### config.mk
export PLATFORM = sky130hd
export DESIGN_NAME = timer_counter
export DESIGN_NICKNAME = d
export VERILOG_FILES = /design/src/rtl/timer_counter.sv
export SDC_FILE = /design/constraint.sdc
export NUM_CORES = 1
export LEC_CHECK = 0
export ABC_CLOCK_PERIOD_IN_PS = 2000
export BUFFER_PORTS_ARGS = -buffer_cell sky130_fd_sc_hd__buf_2
export CAP_MARGIN = 10
export CORE_ASPECT_RATIO = 1.75
export CORE_MARGIN = 10
export CORE_UTILIZATION = 35
export DETAILED_ROUTE_END_ITERATION = 8
export PLACE_DENSITY = 0.69
export SYNTH_ARGS = -nofsm -noshare
export SYNTH_HDL_FRONTEND = slang
export SYNTH_SLANG_ARGS = --single-unit
export TNS_END_PERCENT = 10
### constraint.sdc
create_clock -name clk -period 2 [get_ports clk]
set_input_delay 0.4 -clock clk [delete_from_list [all_inputs] [get_ports clk]]
set_output_delay 0.4 -clock clk [all_outputs]
set_load 0.005 [all_outputs]
### src/rtl/timer_counter.sv
// timer_counter: memory-mapped down-counter with one-shot and
// auto-reload modes and a maskable registered interrupt.
module timer_counter #(
    parameter int CNT_W = 32
) (
    input  logic        clk,
    input  logic        reset_n,
    input  logic [31:0] Addr,
    input  logic        WE,
    input  logic [31:0] Din,
    output logic [31:0] Dout,
    output logic        IRQ
);

    typedef enum logic [1:0] {
        S_IDLE,
        S_LOAD,
        S_CNT,
        S_INT
    } state_t;

    localparam logic [1:0] OFF_CTRL   = 2'd0;
    localparam logic [1:0] OFF_PRESET = 2'd1;
    localparam logic [1:0] OFF_COUNT  = 2'd2;

    state_t           state_q, state_d;
    logic [3:0]       ctrl_q, ctrl_d;
    logic [CNT_W-1:0] preset_q, preset_d;
    logic [CNT_W-1:0] count_q, count_d;
    logic             flag_q, flag_d;
    logic             irq_q;

    logic ctrl_wr;
    logic preset_wr;
    logic en;
    logic one_shot;
    logic unused_bits;

    assign ctrl_wr     = WE && (Addr[3:2] == OFF_CTRL);
    assign preset_wr   = WE && (Addr[3:2] == OFF_PRESET);
    assign en          = ctrl_q[0];
    assign one_shot    = (ctrl_q[2:1] == 2'b00);
    assign unused_bits = ^{Addr[31:4], Addr[1:0], Din};

    always_ff @(posedge clk or negedge reset_n) begin
        if (!reset_n) begin
            state_q  <= S_IDLE;
            ctrl_q   <= '0;
            preset_q <= '0;
            count_q  <= '0;
            flag_q   <= 1'b0;
            irq_q    <= 1'b0;
        end else begin
            state_q  <= state_d;
            ctrl_q   <= ctrl_d;
            preset_q <= preset_d;
            count_q  <= count_d;
            flag_q   <= flag_d;
            irq_q    <= ctrl_q[3] & flag_q;
        end
    end

    always_comb begin
        state_d  = state_q;
        ctrl_d   = ctrl_q;
        preset_d = preset_q;
        count_d  = count_q;
        flag_d   = flag_q;
        unique case (state_q)
            S_IDLE: begin
                if (en) state_d = S_LOAD;
            end
            S_LOAD: begin
                count_d = preset_q;
                state_d = S_CNT;
            end
            S_CNT: begin
                if (!en) begin
                    state_d = S_IDLE;
                end else if (count_q > CNT_W'(1)) begin
                    count_d = count_q - CNT_W'(1);
                end else begin
                    count_d = '0;
                    flag_d  = 1'b1;
                    state_d = S_INT;
                end
            end
            S_INT: begin
                if (one_shot) begin
                    ctrl_d[0] = 1'b0;
                    state_d   = S_IDLE;
                end else begin
                    flag_d  = 1'b0;
                    state_d = S_LOAD;
                end
            end
            default: state_d = S_IDLE;
        endcase
        // Bus writes override the FSM's own CTRL/flag updates.
        if (ctrl_wr) begin
            ctrl_d = Din[3:0];
            flag_d = 1'b0;
        end
        if (preset_wr) preset_d = Din[CNT_W-1:0];
    end

    always_comb begin
        Dout = '0;
        unique case (Addr[3:2])
            OFF_CTRL:   Dout = {28'd0, ctrl_q};
            OFF_PRESET: Dout = 32'(preset_q);
            OFF_COUNT:  Dout = 32'(count_q);
            default:    Dout = '0;
        endcase
    end

    assign IRQ = irq_q;

endmodule

After elaboration in Yosys (flattened, before gate mapping):

Index checks and enable logic that the tools add are counted.

* bits in registers: 72
* latch bits: 0
* RAM bits: 0
* bits in read-only memories: 0
* input bits: 67
* memories kept: 0

* add/sub/neg operators: 1
* multipliers: 0
* divide/modulo/power cells: 0
* order comparisons: 1
* equal/unequal tests: 11
* shift operators: 0
* multiplexer cells: 17
* bitwise operators: 1
* reduce and logical (&&, ||, !) cells: 13

Operator list (number)
* case mux 32 bit (3 select lines): 1
* two-way mux 32 bit: 2
* case mux 32 bit (2 select lines): 1
* > comparator 32 x 1 -> 1 bit (second input constant): 1
* subtractor 32 x 1 -> 32 bit (second input constant): 1
* != test 3 bit (second input constant): 4
* two-way mux 1 bit: 8
* case mux 2 bit (4 select lines): 1
* == test 2 bit (second input constant): 3
* logical NOT 2 bit: 3
* two-way mux 2 bit: 3
* AND reduction 2 bit: 3
* nonzero test 2 bit: 3
* == test 2 x 1 -> 1 bit (second input constant): 2
* != test 2 bit (second input constant): 2
* AND reduction 4 bit: 1
* nonzero test 3 bit: 1
* logical AND 1 bit: 2
* case mux 1 bit (2 select lines): 1
* AND 1 bit: 1

Longest topological paths before layout:

Gate-level depths: netlist (run 1).

* depth in word-level cells: 5
* depth in mapped cells: 10

Least setup slack after synthesis (run 1):

OpenSTA, ideal clock, no wires.

* path kind: register to register
* from: register count_q[0]
* to: register count_q[30]
* setup time: 77 ps
* data arrival time: 2056 ps
* data required time: 1923 ps
* setup slack: -132 ps
* stages on the path, launching flop included: 9
* buffers on the path: 0
* path through: dfrtp_1 > inv_1 > ha_1 > nor3b_1 > nand3_1 > nor4_1 > nand3_1 > o31a_1 > o21ai_1

* word-level cells in the longest chain between the ends: 4
* elaborated cells between the ends (all ways): 5
* those cells by class: 1 x add/sub; 1 x order compare; 3 x mux

RTL lines
* from (decl): line 29 `logic [CNT_W-1:0] count_q, count_d;`
* from (signal assigned): line 57 `count_q <= count_d;`
* subtractor 32 x 1 -> 32 bit or > comparator 32 x 1 -> 1 bit (tied branches): line 81, 80
* two-way mux 32 bit *: line 80 `end else if (count_q > CNT_W'(1)) begin`
* two-way mux 32 bit *: line 78 `if (!en) begin`
* case mux 32 bit (2 select lines) *: line 69 `unique case (state_q)`

Mark *: on every way between the ends. The rest lies on a longest branch, timed or not. The select of a mux whose other input is x is not followed.
A chain may end at the register's enable or synchronous reset.

Final worst setup path (run 1):

* from: register count_q[27]
* to: register count_q[24]

* word-level cells in the longest chain between the ends: 4

RTL lines (line)
* > comparator 32 x 1 -> 1 bit: 80
* two-way mux 32 bit: 80
* two-way mux 32 bit: 78
* case mux 32 bit (2 select lines): 69

Every way passes these cells. The select of a mux whose other input is x is not followed.

==> metrics.log, run 1 <==
[metrics] post-route design area: ~5500 um^2
[metrics] Setup crit end kind: register
[metrics] std cell rows: 51
[metrics] origin of the worst setup path: count_q[27]$_DFFE_PN0P_
[metrics] core area: about 11000 um^2
[metrics] Critical Path, Cell by Cell: or4_4 -> nor4_4 -> and4b_2 -> buf_4 -> a21o_4 -> o31ai_1 -> a22o_1
[metrics] final period demand of the worst path: 2.22 ns
[metrics] hold crit path type: in2reg
[metrics] leakage power total: 2.46 nW
[metrics] # IOs: 100
[metrics] hold wc startpoint: Din[0]
[metrics] final hold vios: 0
[metrics] EDFF count, synth: 0
[metrics] setup repair after global routing missed its margin: true
[metrics] element type at the critical path start: register
[metrics] starting density of the core: 0.358
[metrics] clock transition at the registers of the reported paths: 0.06 ns
[metrics] CTS Buf Count: 9
[metrics] count of unresolved DRC violations after routing: 0
[metrics] CTS root buf: sky130_fd_sc_hd__clkbuf_16
[metrics] share of cells above drive strength 1: 0.425
[metrics] number of nets in the finished design: approximately 600
[metrics] overall track demand over capacity in global routing: 0.159
[metrics] commonest cells after routing, fill and taps aside: 71 x sky130_fd_sc_hd__dfrtp_1, 69 x sky130_fd_sc_hd__buf_2, 68 x sky130_fd_sc_hd__buf_4
[metrics] CP Data Arrival Time: between 2 and 2.5 ns
[metrics] met2 wire length: 7050 um
[metrics] Post-synth top flop: sky130_fd_sc_hd__dfrtp_1
[metrics] Max FO, Critical Path: 7
[metrics] Remaining Overflow, GRT: 0
[metrics] Final Setup Violations: 33
[metrics] first-pass GRT wire length: approximately 21000 um
[metrics] worst slew margin relative to its limit: 0.682
[metrics] delay contributed by the slowest stage of the critical path: between 0.5 and 0.6 ns
[metrics] instance area at placement: around 5000 um^2
[metrics] synthesized area per cell: about 10 um^2
[metrics] highest signal layer in the routed design: met4
[metrics] antenna violations before repair: 0
[metrics] Maximum Capacitance Violations: 0
[metrics] power after layout: slightly below 8 mW
[metrics] post-route clock skew: between 0.007 and 0.008 ns
[metrics] standard cell with the maximum stage delay on the critical path: sky130_fd_sc_hd__or4_4
[metrics] launch point of the worst reg-to-reg path: count_q[27]$_DFFE_PN0P_
[metrics] wire length the detailed router placed on met1: 4680 um
[metrics] kind of critical path: reg2reg
[metrics] Pins Over Slew Limit: 0
[metrics] routability congestion estimate: between 0.8 and 0.9
[metrics] most common cell after layout, fill and taps aside: sky130_fd_sc_hd__dfrtp_1
[metrics] final core area utilization: 0.493
[metrics] total wire length: about 13000 um
[metrics] non-filler cells in the finished layout: 661
[metrics] net count after synthesis: around 460
[metrics] synthesized cell area: 3980 um^2
[metrics] layout overhead on the synthesized area: 37.7%
[metrics] DIE HEIGHT: between 150 and 200 um
[metrics] clock sink total: between 70 and 80
[metrics] Clock Path Buffers: 2
[metrics] fillcell total: about 1000
[metrics] TritonCTS clock tree: built
[metrics] result of the run: complete, but fails checks
[metrics] port buffer count: between 60 and 70
[metrics] total area of sequential cells: 1800 um^2
[metrics] final HPWL from detailed placement: 9160 um
[metrics] H-tree depth: 3
[metrics] Peak supply drop: slightly above 0.0007 V
[metrics] pin slew with the least headroom to its limit: roughly 0.48 ns
[metrics] final clock period utilization by the worst path: 1.11
[metrics] number of flip-flops and latches in the synthesized netlist: 72
[metrics] DR vias: between 3000 and 4000
[metrics] number of distinct standard cells referenced by the synthesized netlist: 50
[metrics] violations in the final reports: negative setup slack
[metrics] via/cell ratio: 5.81
[metrics] post-route setup slack: -0.216 ns
[metrics] Detailed Route Iter0 Violations: between 300 and 400
[metrics] post-detailed-route wirelength per cell: roughly 19 um
[metrics] yosys synthesis warning count: 0
[metrics] count of antenna-violating nets left after detailed routing: 0
[metrics] horizontal die dimension: roughly 100 um
[metrics] multi-input gate area in the final layout: 2130 um^2
[metrics] first-pass detailed-route iteration total: 6
[metrics] share of synthesized area occupied by flip-flops and latches: 0.453
[metrics] number of antenna cells inserted: 0
[metrics] Die Area: 16200 um^2
[metrics] clock latency at the later pin of the worst-skew pair: between 0.3 and 0.4 ns
[metrics] Peak Freq: 0.451 GHz
[metrics] required time at the endpoint of the critical path: between 2 and 2.5 ns
[metrics] cells after synthesis: between 300 and 400
[metrics] largest net degree at the start of global routing: 61
[metrics] Pwr Density: ~1400 nW/um^2
[metrics] number of placed instances, taps included: between 600 and 700
[metrics] Async SR Flop Fraction: 1.00
[metrics] number of global-route vias before repair: about 4000
[metrics] routed length on met3: around 700 um
-- critical path: cells and delay by family, from the launching register on --
| family | cells | cell delay, ns |
|---|---|---|
| flip-flops | 1 | 0.38 |
| buffers and inverters | 1 | 0.14 |
| AO/OA/AOI/OAI | 3 | 0.47 |
| AND/OR/NAND/NOR | 3 | 1.10 |
-- stage by stage --
step	hold slack [ns]	TNS [ns]	worst slack [ns]
CTS	0.269	-4.82	-0.218
detailed placement	0.323	-6.37	-0.264
global placement	0.308	-5.17	-0.226
global route	0.284	-7.66	-0.297
finish	0.274	-4.51	-0.216
floorplan	0.104	-0.637	-0.0733
-- kinds of logic (layout without fill, tap and decap cells) --
logic type      Yosys count  count (layout)  synth area share
simple gates            127             127             0.172
compound gates          119             120             0.221
flops                    72              72             0.453
mux                      39              39             0.109
buf+inv                  33             169            0.0384
fa+ha+maj                 2               2           0.00629
-- per-layer routing --
layer	track usage	vias up
met5	0	-
met4	0.0697	0
met3	0.0406	26
met2	0.290	126
met1	0.163	1938
li1	-	1753
-- timing repair --
action,4_1_cts,5_1_grt
pin swaps,4,4
hold buffers,1,0
hold endpoints to repair,12,0
endpoints found under the setup margin,34,34
buffers inserted,0,0
gates cloned,1,0
gates resized for setup,16,8
-- flip-flops by register name, indices dropped and copies added (netlist names) --
signal	flops
count_q	32
IRQ	1
flag_q	1
preset_q	32
state_q	2
ctrl_q	4
-- where the power goes --
part,total (mW),switching (mW),internal [mW]
clock,1.99,0.646,1.35
combinational,3.36,1.77,1.59
sequential,2.43,0.467,1.97
-- synth_stat cells, types with 5 or more instances --
master                     count  share of area
sky130_fd_sc_hd__o21ai_0      19          0.024
sky130_fd_sc_hd__inv_1         8         0.0076
sky130_fd_sc_hd__nand3_1      24          0.030
sky130_fd_sc_hd__a32oi_1       7          0.015
sky130_fd_sc_hd__o211ai_1      5         0.0094
sky130_fd_sc_hd__clkbuf_1     15          0.014
sky130_fd_sc_hd__nand2_1      38          0.036
sky130_fd_sc_hd__dfrtp_1      72           0.45
sky130_fd_sc_hd__mux2_2       35          0.099
sky130_fd_sc_hd__nor4_1        5         0.0079
sky130_fd_sc_hd__o311ai_0      6          0.013
sky130_fd_sc_hd__a22oi_1      12          0.023
sky130_fd_sc_hd__a21oi_1      14          0.018
sky130_fd_sc_hd__nor3_1       12          0.015
sky130_fd_sc_hd__nor2_1       19          0.018
sky130_fd_sc_hd__a22o_1       31          0.068
-- path summary, 6_finish.rpt --
check / end / cells past startpoint / slack (ns)
min reg2reg: IRQ$_DFF_PN0_ / 1 / 0.51
max in group asynchronous: count_q[0]$_DFFE_PN0P_ / 3 / 0.85
max reg2reg: count_q[24]$_DFFE_PN0P_ / 7 / -0.22
min in group asynchronous: preset_q[5]$_DFFE_PN0P_ / 2 / 0.48
max: count_q[24]$_DFFE_PN0P_ / 7 / -0.22
min: ctrl_q[0]$_DFFE_PN0P_ / 3 / 0.27
-- area by class of cell --
cell class              instances  share of cell area
multi-input cells             288               0.389
repair buffers                145               0.179
flip-flops and latches         72               0.329
well taps                     132              0.0302
inverters                       8             0.00548
clock buffers                   9              0.0411
clock inverters                 7              0.0263
(Power assumes the default switching activity.)
==> run 2, diff against run 1 <==
- CORE_ASPECT_RATIO: 1.75 -> 1.4
- PLACE_DENSITY: 0.69 -> default
==> metrics.log, run 2 (synthesis results as in run 1) <==
[metrics] element type at the critical path start: register
[metrics] post-detailed-route wirelength per cell: between 15 and 20 um
[metrics] largest net degree at the start of global routing: 73
[metrics] Pwr Density: roughly 1400 nW/um^2
[metrics] H-tree depth: 3
[metrics] Pins Over Slew Limit: 0
[metrics] clock share of power: 0.208
[metrics] DR vias: between 3000 and 4000
[metrics] Final Setup Violations: 33
[metrics] final hold vios: 0
[metrics] largest registers: count_q (32), preset_q (32), ctrl_q (4)
[metrics] share of cells above drive strength 1: 0.460
[metrics] standard cell with the maximum stage delay on the critical path: sky130_fd_sc_hd__or4_4
[metrics] routability congestion estimate: 0.907
[metrics] combinational share of power: 0.478
[metrics] worst slew margin relative to its limit: 0.656
[metrics] Clock Path Buffers: 2
[metrics] number of global-route vias before repair: about 4200
[metrics] number of antenna cells inserted: 0
[metrics] Die Area: around 16000 um^2
[metrics] clock latency at the later pin of the worst-skew pair: about 0.34 ns
[metrics] net switching fraction of the power: 0.381
[metrics] overall track demand over capacity in global routing: 0.162
[metrics] final period demand of the worst path: 2.22 ns
[metrics] # IOs: 100
[metrics] setup repair after global routing missed its margin: true
[metrics] count of unresolved DRC violations after routing: 0
[metrics] sequential power share: 0.313
[metrics] post-route design area: 5600 um^2
[metrics] CP Data Arrival Time: roughly 2.5 ns
[metrics] pre-CTS setup slack: -0.264 ns
[metrics] Maximum Capacitance Violations: 0
[metrics] net load switching power: 2.93 mW
[metrics] total area of sequential cells: ~1800 um^2
[metrics] first-pass detailed-route iteration total: 4
[metrics] Peak supply drop: 0.000579 V
[metrics] Critical Path, Cell by Cell: or4_4 -> nor4_4 -> and4b_2 -> buf_6 -> a21o_4 -> o31ai_1 -> a22o_1
[metrics] core area: 11200 um^2
[metrics] starting density of the core: 0.354
[metrics] Peak Freq: approximately 0.45 GHz
[metrics] layout overhead on the synthesized area: 40.9%
[metrics] delay contributed by the slowest stage of the critical path: roughly 0.56 ns
[metrics] final clock period utilization by the worst path: 1.11
[metrics] leakage power total: about 2.5 nW
[metrics] TritonCTS clock tree: built
[metrics] post-route setup slack: -0.220 ns
[metrics] hold crit path type: in2async
[metrics] pin slew with the least headroom to its limit: about 0.51 ns
[metrics] CTS Buf Count: 9
[metrics] via/cell ratio: 5.49
[metrics] CTS root buf: sky130_fd_sc_hd__clkbuf_16
[metrics] Setup crit end kind: register
[metrics] clock sink total: roughly 70
[metrics] combined buffer and inverter count along the critical path: 1
[metrics] std cell rows: 46
[metrics] fillcell total: 1092
[metrics] Detailed Route Iter0 Violations: ~190
[metrics] number of nets in the finished design: approximately 610
[metrics] port buffer count: 69
[metrics] instance area at placement: 5050 um^2
[metrics] violations in the final reports: negative setup slack
[metrics] Remaining Overflow, GRT: 0
[metrics] horizontal die dimension: ~110 um
[metrics] post-route clock skew: 0.00540 ns
[metrics] most common cell after layout, fill and taps aside: sky130_fd_sc_hd__buf_4
[metrics] result of the run: complete, but fails checks
[metrics] total wire length: roughly 13000 um
[metrics] antenna violations before repair: 0
[metrics] Max FO, Critical Path: 7
[metrics] multi-input gate area in the final layout: 2180 um^2
[metrics] required time at the endpoint of the critical path: between 2 and 2.5 ns
[metrics] first-pass GRT wire length: between 20000 and 25000 um
[metrics] commonest cells after routing, fill and taps aside: 79 x sky130_fd_sc_hd__buf_4, 72 x sky130_fd_sc_hd__dfrtp_1, 69 x sky130_fd_sc_hd__buf_2
[metrics] count of antenna-violating nets left after detailed routing: 0
[metrics] cell internal power dissipation: 4.77 mW
[metrics] kind of critical path: reg2reg
[metrics] final HPWL from detailed placement: roughly 9000 um
[metrics] DIE HEIGHT: between 100 and 150 um
[metrics] clock transition at the registers of the reported paths: approximately 0.060 ns
[metrics] kind of cell with the highest combined delay on the critical path: simple AND/OR/NAND/NOR gates
[run 2: changes by cell type in the layout (fill, tap and decap cells not counted), sizes merged]
cell,previous run,this run
buf,144,160
bufinv,4,0
clkbuf,9,14
clkinv,1,2
clkinvlp,2,0
dlygate4sd3,1,0
[run 2: final cells by class]
type / count / area share
Clock buffer: 14 / 0.0525
Sequential cell: 72 / 0.322
Clock inverter: 2 / 0.00179
Tap cell: 144 / 0.0322
Inverter: 8 / 0.00536
Timing Repair Buffer: 160 / 0.198
Multi-Input combinational cell: 288 / 0.389
[run 2: stage by stage]
stage	std cells	hold WS (ns)	setup TNS, ns	util	power (mW)
final	688	0.0620	-3.86	0.499	7.70
after global routing	688	0.120	-7.63	0.499	8.23
after CTS	683	0.114	-4.24	0.489	7.53
after detailed placement	660	0.465	-5.29	0.450	5.74
after global placement	660	0.462	-4.55	0.450	5.65
after floorplan	392	0.104	-0.637	-	4.17
[run 2: timing repair]
item / in CTS / in global routing
endpoints found under the setup margin: 33 / 34
hold buffers: 0 / 0
resized for setup: 22 / 24
setup buffers: 6 / 4
cloned: 1 / 1
pin swaps: 6 / 16
[run 2: final timing paths]
| kind | startpoint | end | slack (ns) | cells past startpoint |
|---|---|---|---|---|
| max | count_q[27]$_DFFE_PN0P_ | count_q[24]$_DFFE_PN0P_ | -0.22 | 7 |
| min | reset_n | preset_q[17]$_DFFE_PN0P_ | 0.06 | 2 |
| max reg2reg | count_q[27]$_DFFE_PN0P_ | count_q[24]$_DFFE_PN0P_ | -0.22 | 7 |
| min reg2reg | flag_q$_DFFE_PN0P_ | IRQ$_DFF_PN0_ | 0.52 | 1 |
| max in group asynchronous | reset_n | preset_q[27]$_DFFE_PN0P_ | 1.57 | 2 |
| min in group clk | Din[22] | preset_q[22]$_DFFE_PN0P_ | 0.29 | 2 |
[run 2: worst reg2reg max path: cells and delay by family (launching register included)]
family / cells / cell delay, ns
AO/OA/AOI/OAI: 3 / 0.49
AND/OR/NAND/NOR: 3 / 1.10
flip-flops: 1 / 0.38
buffers and inverters: 1 / 0.15
[run 2: power by group through the flow]
stage,Combinational [mW],Sequential [mW],Clock (mW)
floorplan,1.72,2.45,0
global placement,3.24,2.41,0
detailed placement,3.32,2.42,0
CTS,3.50,2.41,1.63
global route,4.06,2.48,1.68
finish,3.68,2.42,1.61
[run 2: per-layer routing]
metal | vias to the layer above | part of all wire | track usage
li1 | 1789 | - | -
met1 | 1847 | 0.39 | 0.177
met2 | 118 | 0.53 | 0.282
met3 | 23 | 0.060 | 0.0454
met4 | 0 | 0.020 | 0.0620
met5 | - | 0 | 0
==> run 3, diff against run 2 <==
- GPL_ROUTABILITY_DRIVEN: default -> 1
- PLACE_DENSITY: default -> 0.69
- SKIP_LAST_GASP: default -> 1
==> metrics.log, run 3 (synthesis results as in run 1) <==
[metrics] CP Data Arrival Time: around 2.5 ns
[metrics] starting density of the core: 0.354
[metrics] number of placed instances, taps included: about 660
[metrics] antenna violations before repair: 0
[metrics] Max FO, Critical Path: 7
[metrics] Clock Path Buffers: 2
[metrics] Pins Over Slew Limit: 0
[metrics] via/cell ratio: 5.61
[metrics] required time at the endpoint of the critical path: around 2.2 ns
[metrics] routability congestion estimate: between 0.8 and 0.9
[metrics] violations in the final reports: negative setup slack
[metrics] kind of critical path: reg2reg
[metrics] non-filler cells in the finished layout: around 680
[metrics] total area of sequential cells: around 1800 um^2
[metrics] H-tree depth: 3
[metrics] CTS root buf: sky130_fd_sc_hd__clkbuf_16
[metrics] fillcell total: 1078
[metrics] instance area at placement: roughly 5000 um^2
[metrics] largest net degree at the start of global routing: between 70 and 80
[metrics] combinational share of power: 0.470
[metrics] layout overhead on the synthesized area: 36.4%
[metrics] most common cell after layout, fill and taps aside: sky130_fd_sc_hd__buf_4
[metrics] count of antenna-violating nets left after detailed routing: 0
[metrics] Peak supply drop: 0.000594 V
[metrics] number of antenna cells inserted: 0
[metrics] Die Area: roughly 16000 um^2
[metrics] clock latency at the later pin of the worst-skew pair: 0.34 ns
[metrics] post-route clock skew: between 0.002 and 0.003 ns
[metrics] post-route setup slack: -0.231 ns
[metrics] core area: approximately 11000 um^2
[metrics] total wire length: between 10000 and 15000 um
[metrics] Remaining Overflow, GRT: 0
[metrics] result of the run: complete, but fails checks
[metrics] first-pass detailed-route iteration total: 4
[metrics] Final Setup Violations: 32
[metrics] post-detailed-route wirelength per cell: approximately 19 um
[metrics] pin slew with the least headroom to its limit: 0.455 ns
[metrics] commonest cells after routing, fill and taps aside: 76 x sky130_fd_sc_hd__buf_4, 72 x sky130_fd_sc_hd__dfrtp_1, 69 x sky130_fd_sc_hd__buf_2
[metrics] power after layout: roughly 7.4 mW
[metrics] final clock period utilization by the worst path: 1.12
[metrics] Min Hold Slack: 0.0847 ns
[metrics] cell internal power dissipation: around 4.5 mW
[metrics] TritonCTS clock tree: built
[metrics] net switching fraction of the power: 0.385
[metrics] overall track demand over capacity in global routing: 0.163
[metrics] final hold vios: 0
[metrics] origin of the worst setup path: count_q[27]$_DFFE_PN0P_
[metrics] horizontal die dimension: between 100 and 150 um
[metrics] setup repair after global routing missed its margin: true
[metrics] largest registers: count_q (32), preset_q (32), ctrl_q (4)
[metrics] number of nets in the finished design: 600
[metrics] number of cells on the worst reg-to-reg path: 7
[metrics] DIE HEIGHT: 146 um
[metrics] Detailed Route Iter0 Violations: between 200 and 300
[metrics] net load switching power: ~2.8 mW
[metrics] std cell rows: 46
[metrics] DR vias: roughly 3800
[metrics] worst slew margin relative to its limit: 0.694
[metrics] CTS Buf Count: 9
[metrics] port buffer count: 69
[metrics] clock share of power: 0.201
[metrics] multi-input gate area in the final layout: 2130 um^2
[metrics] Pwr Density: approximately 1400 nW/um^2
[metrics] first-pass GRT wire length: 20700 um
[metrics] clock sink total: 72
[metrics] final period demand of the worst path: around 2.2 ns
[metrics] share of cells above drive strength 1: 0.419
[metrics] hold crit path type: in2async
[metrics] number of global-route vias before repair: approximately 4000
[metrics] launch point of the worst reg-to-reg path: count_q[27]$_DFFE_PN0P_
[metrics] sequential power share: 0.329
[metrics] slack of the worst reg-to-reg path: -0.23 ns
[metrics] clock transition at the registers of the reported paths: roughly 0.05 ns
[metrics] pre-CTS setup slack: -0.265 ns
[metrics] Peak Freq: approximately 0.45 GHz
[metrics] Maximum Capacitance Violations: 0
[metrics] final HPWL from detailed placement: approximately 9000 um
[metrics] element type at the critical path start: register
[metrics] count of unresolved DRC violations after routing: 0
[metrics] post-route design area: 5430 um^2
[metrics] leakage power total: around 2.4 nW
[metrics] end of the worst register-to-register path: count_q[16]$_DFFE_PN0P_
[metrics] # IOs: 100
[metrics] Setup crit end kind: register
-- run 3: cell types whose count changed in the layout (fill, tap and decap cells not counted), moves of 3 or more --
| cell | change |
|---|---|
| sky130_fd_sc_hd__buf_6 | -6 |
| sky130_fd_sc_hd__nand3_2 | -3 |
| sky130_fd_sc_hd__a22oi_2 | -3 |
| sky130_fd_sc_hd__buf_4 | -3 |
| sky130_fd_sc_hd__o21ai_1 | -6 |
| sky130_fd_sc_hd__a21oi_1 | +4 |
| sky130_fd_sc_hd__a21oi_2 | -3 |
| sky130_fd_sc_hd__clkbuf_1 | +4 |
| sky130_fd_sc_hd__a22oi_1 | +3 |
| sky130_fd_sc_hd__o21ai_0 | +7 |
| sky130_fd_sc_hd__clkbuf_8 | -3 |
-- run 3: critical path, cell delays in order (launching register included) --
cell and delay (ns):
sky130_fd_sc_hd__dfrtp_1 0.38, sky130_fd_sc_hd__or4_4 0.57, sky130_fd_sc_hd__nor4_4 0.19, sky130_fd_sc_hd__and4b_2 0.31
sky130_fd_sc_hd__buf_4 0.16, sky130_fd_sc_hd__a21o_4 0.18, sky130_fd_sc_hd__o31ai_1 0.09, sky130_fd_sc_hd__a22o_1 0.23
-- run 3: how the worst max path moves through the flow --
stage / endpoint / slack (ns) / cells past startpoint
3_5_place_dp: count_q[16]$_DFFE_PN0P_ / -0.27 / 7
2_1_floorplan: count_q[16]$_DFFE_PN0P_ / -0.07 / 8
3_3_place_gp: count_q[25]$_DFFE_PN0P_ / -0.23 / 8
5_1_grt: count_q[24]$_DFFE_PN0P_ / -0.34 / 7
4_1_cts: count_q[16]$_DFFE_PN0P_ / -0.21 / 7
6_report: count_q[16]$_DFFE_PN0P_ / -0.23 / 7
-- run 3: timing repair --
action                                  4_1_cts  5_1_grt
cloned                                        2        0
pin swaps                                     4        3
endpoints found under the setup margin       33       34
endpoints found under the hold margin         0        0
hold buffers                                  0        0
setup buffers                                 3        0
gates resized for setup                       7       10
-- run 3: cell type report --
type | instances | share of cell area
multi-input cells | 289 | 0.392
flip-flops and latches | 72 | 0.332
clock buffers | 15 | 0.0494
inverters | 8 | 0.00554
well taps | 144 | 0.0332
repair buffers | 151 | 0.188
-- run 3: layer usage --
metal,share of wire,wire length (um),GRT usage
met4,0.028,351,0.0809
met3,0.057,723,0.0401
met5,0,0,0
met2,0.52,6580,0.271
met1,0.40,5100,0.186
-- run 3: through the flow --
step | setup TNS (ns) | util
3_5_place_dp | -5.31 | 0.449
5_1_grt | -8.92 | 0.483
4_1_cts | -4.69 | 0.479
6_report | -4.96 | 0.483
2_1_floorplan | -0.637 | -
3_3_place_gp | -4.13 | 0.449
-- run 3: power groups by stage --
stage	Sequential [mW]	Clock, mW	Combinational [mW]
3_3_place_gp	2.40	0	3.22
6_report	2.43	1.48	3.46
2_1_floorplan	2.45	0	1.72
5_1_grt	2.50	1.57	3.82
4_1_cts	2.41	1.51	3.41
3_5_place_dp	2.43	0	3.32
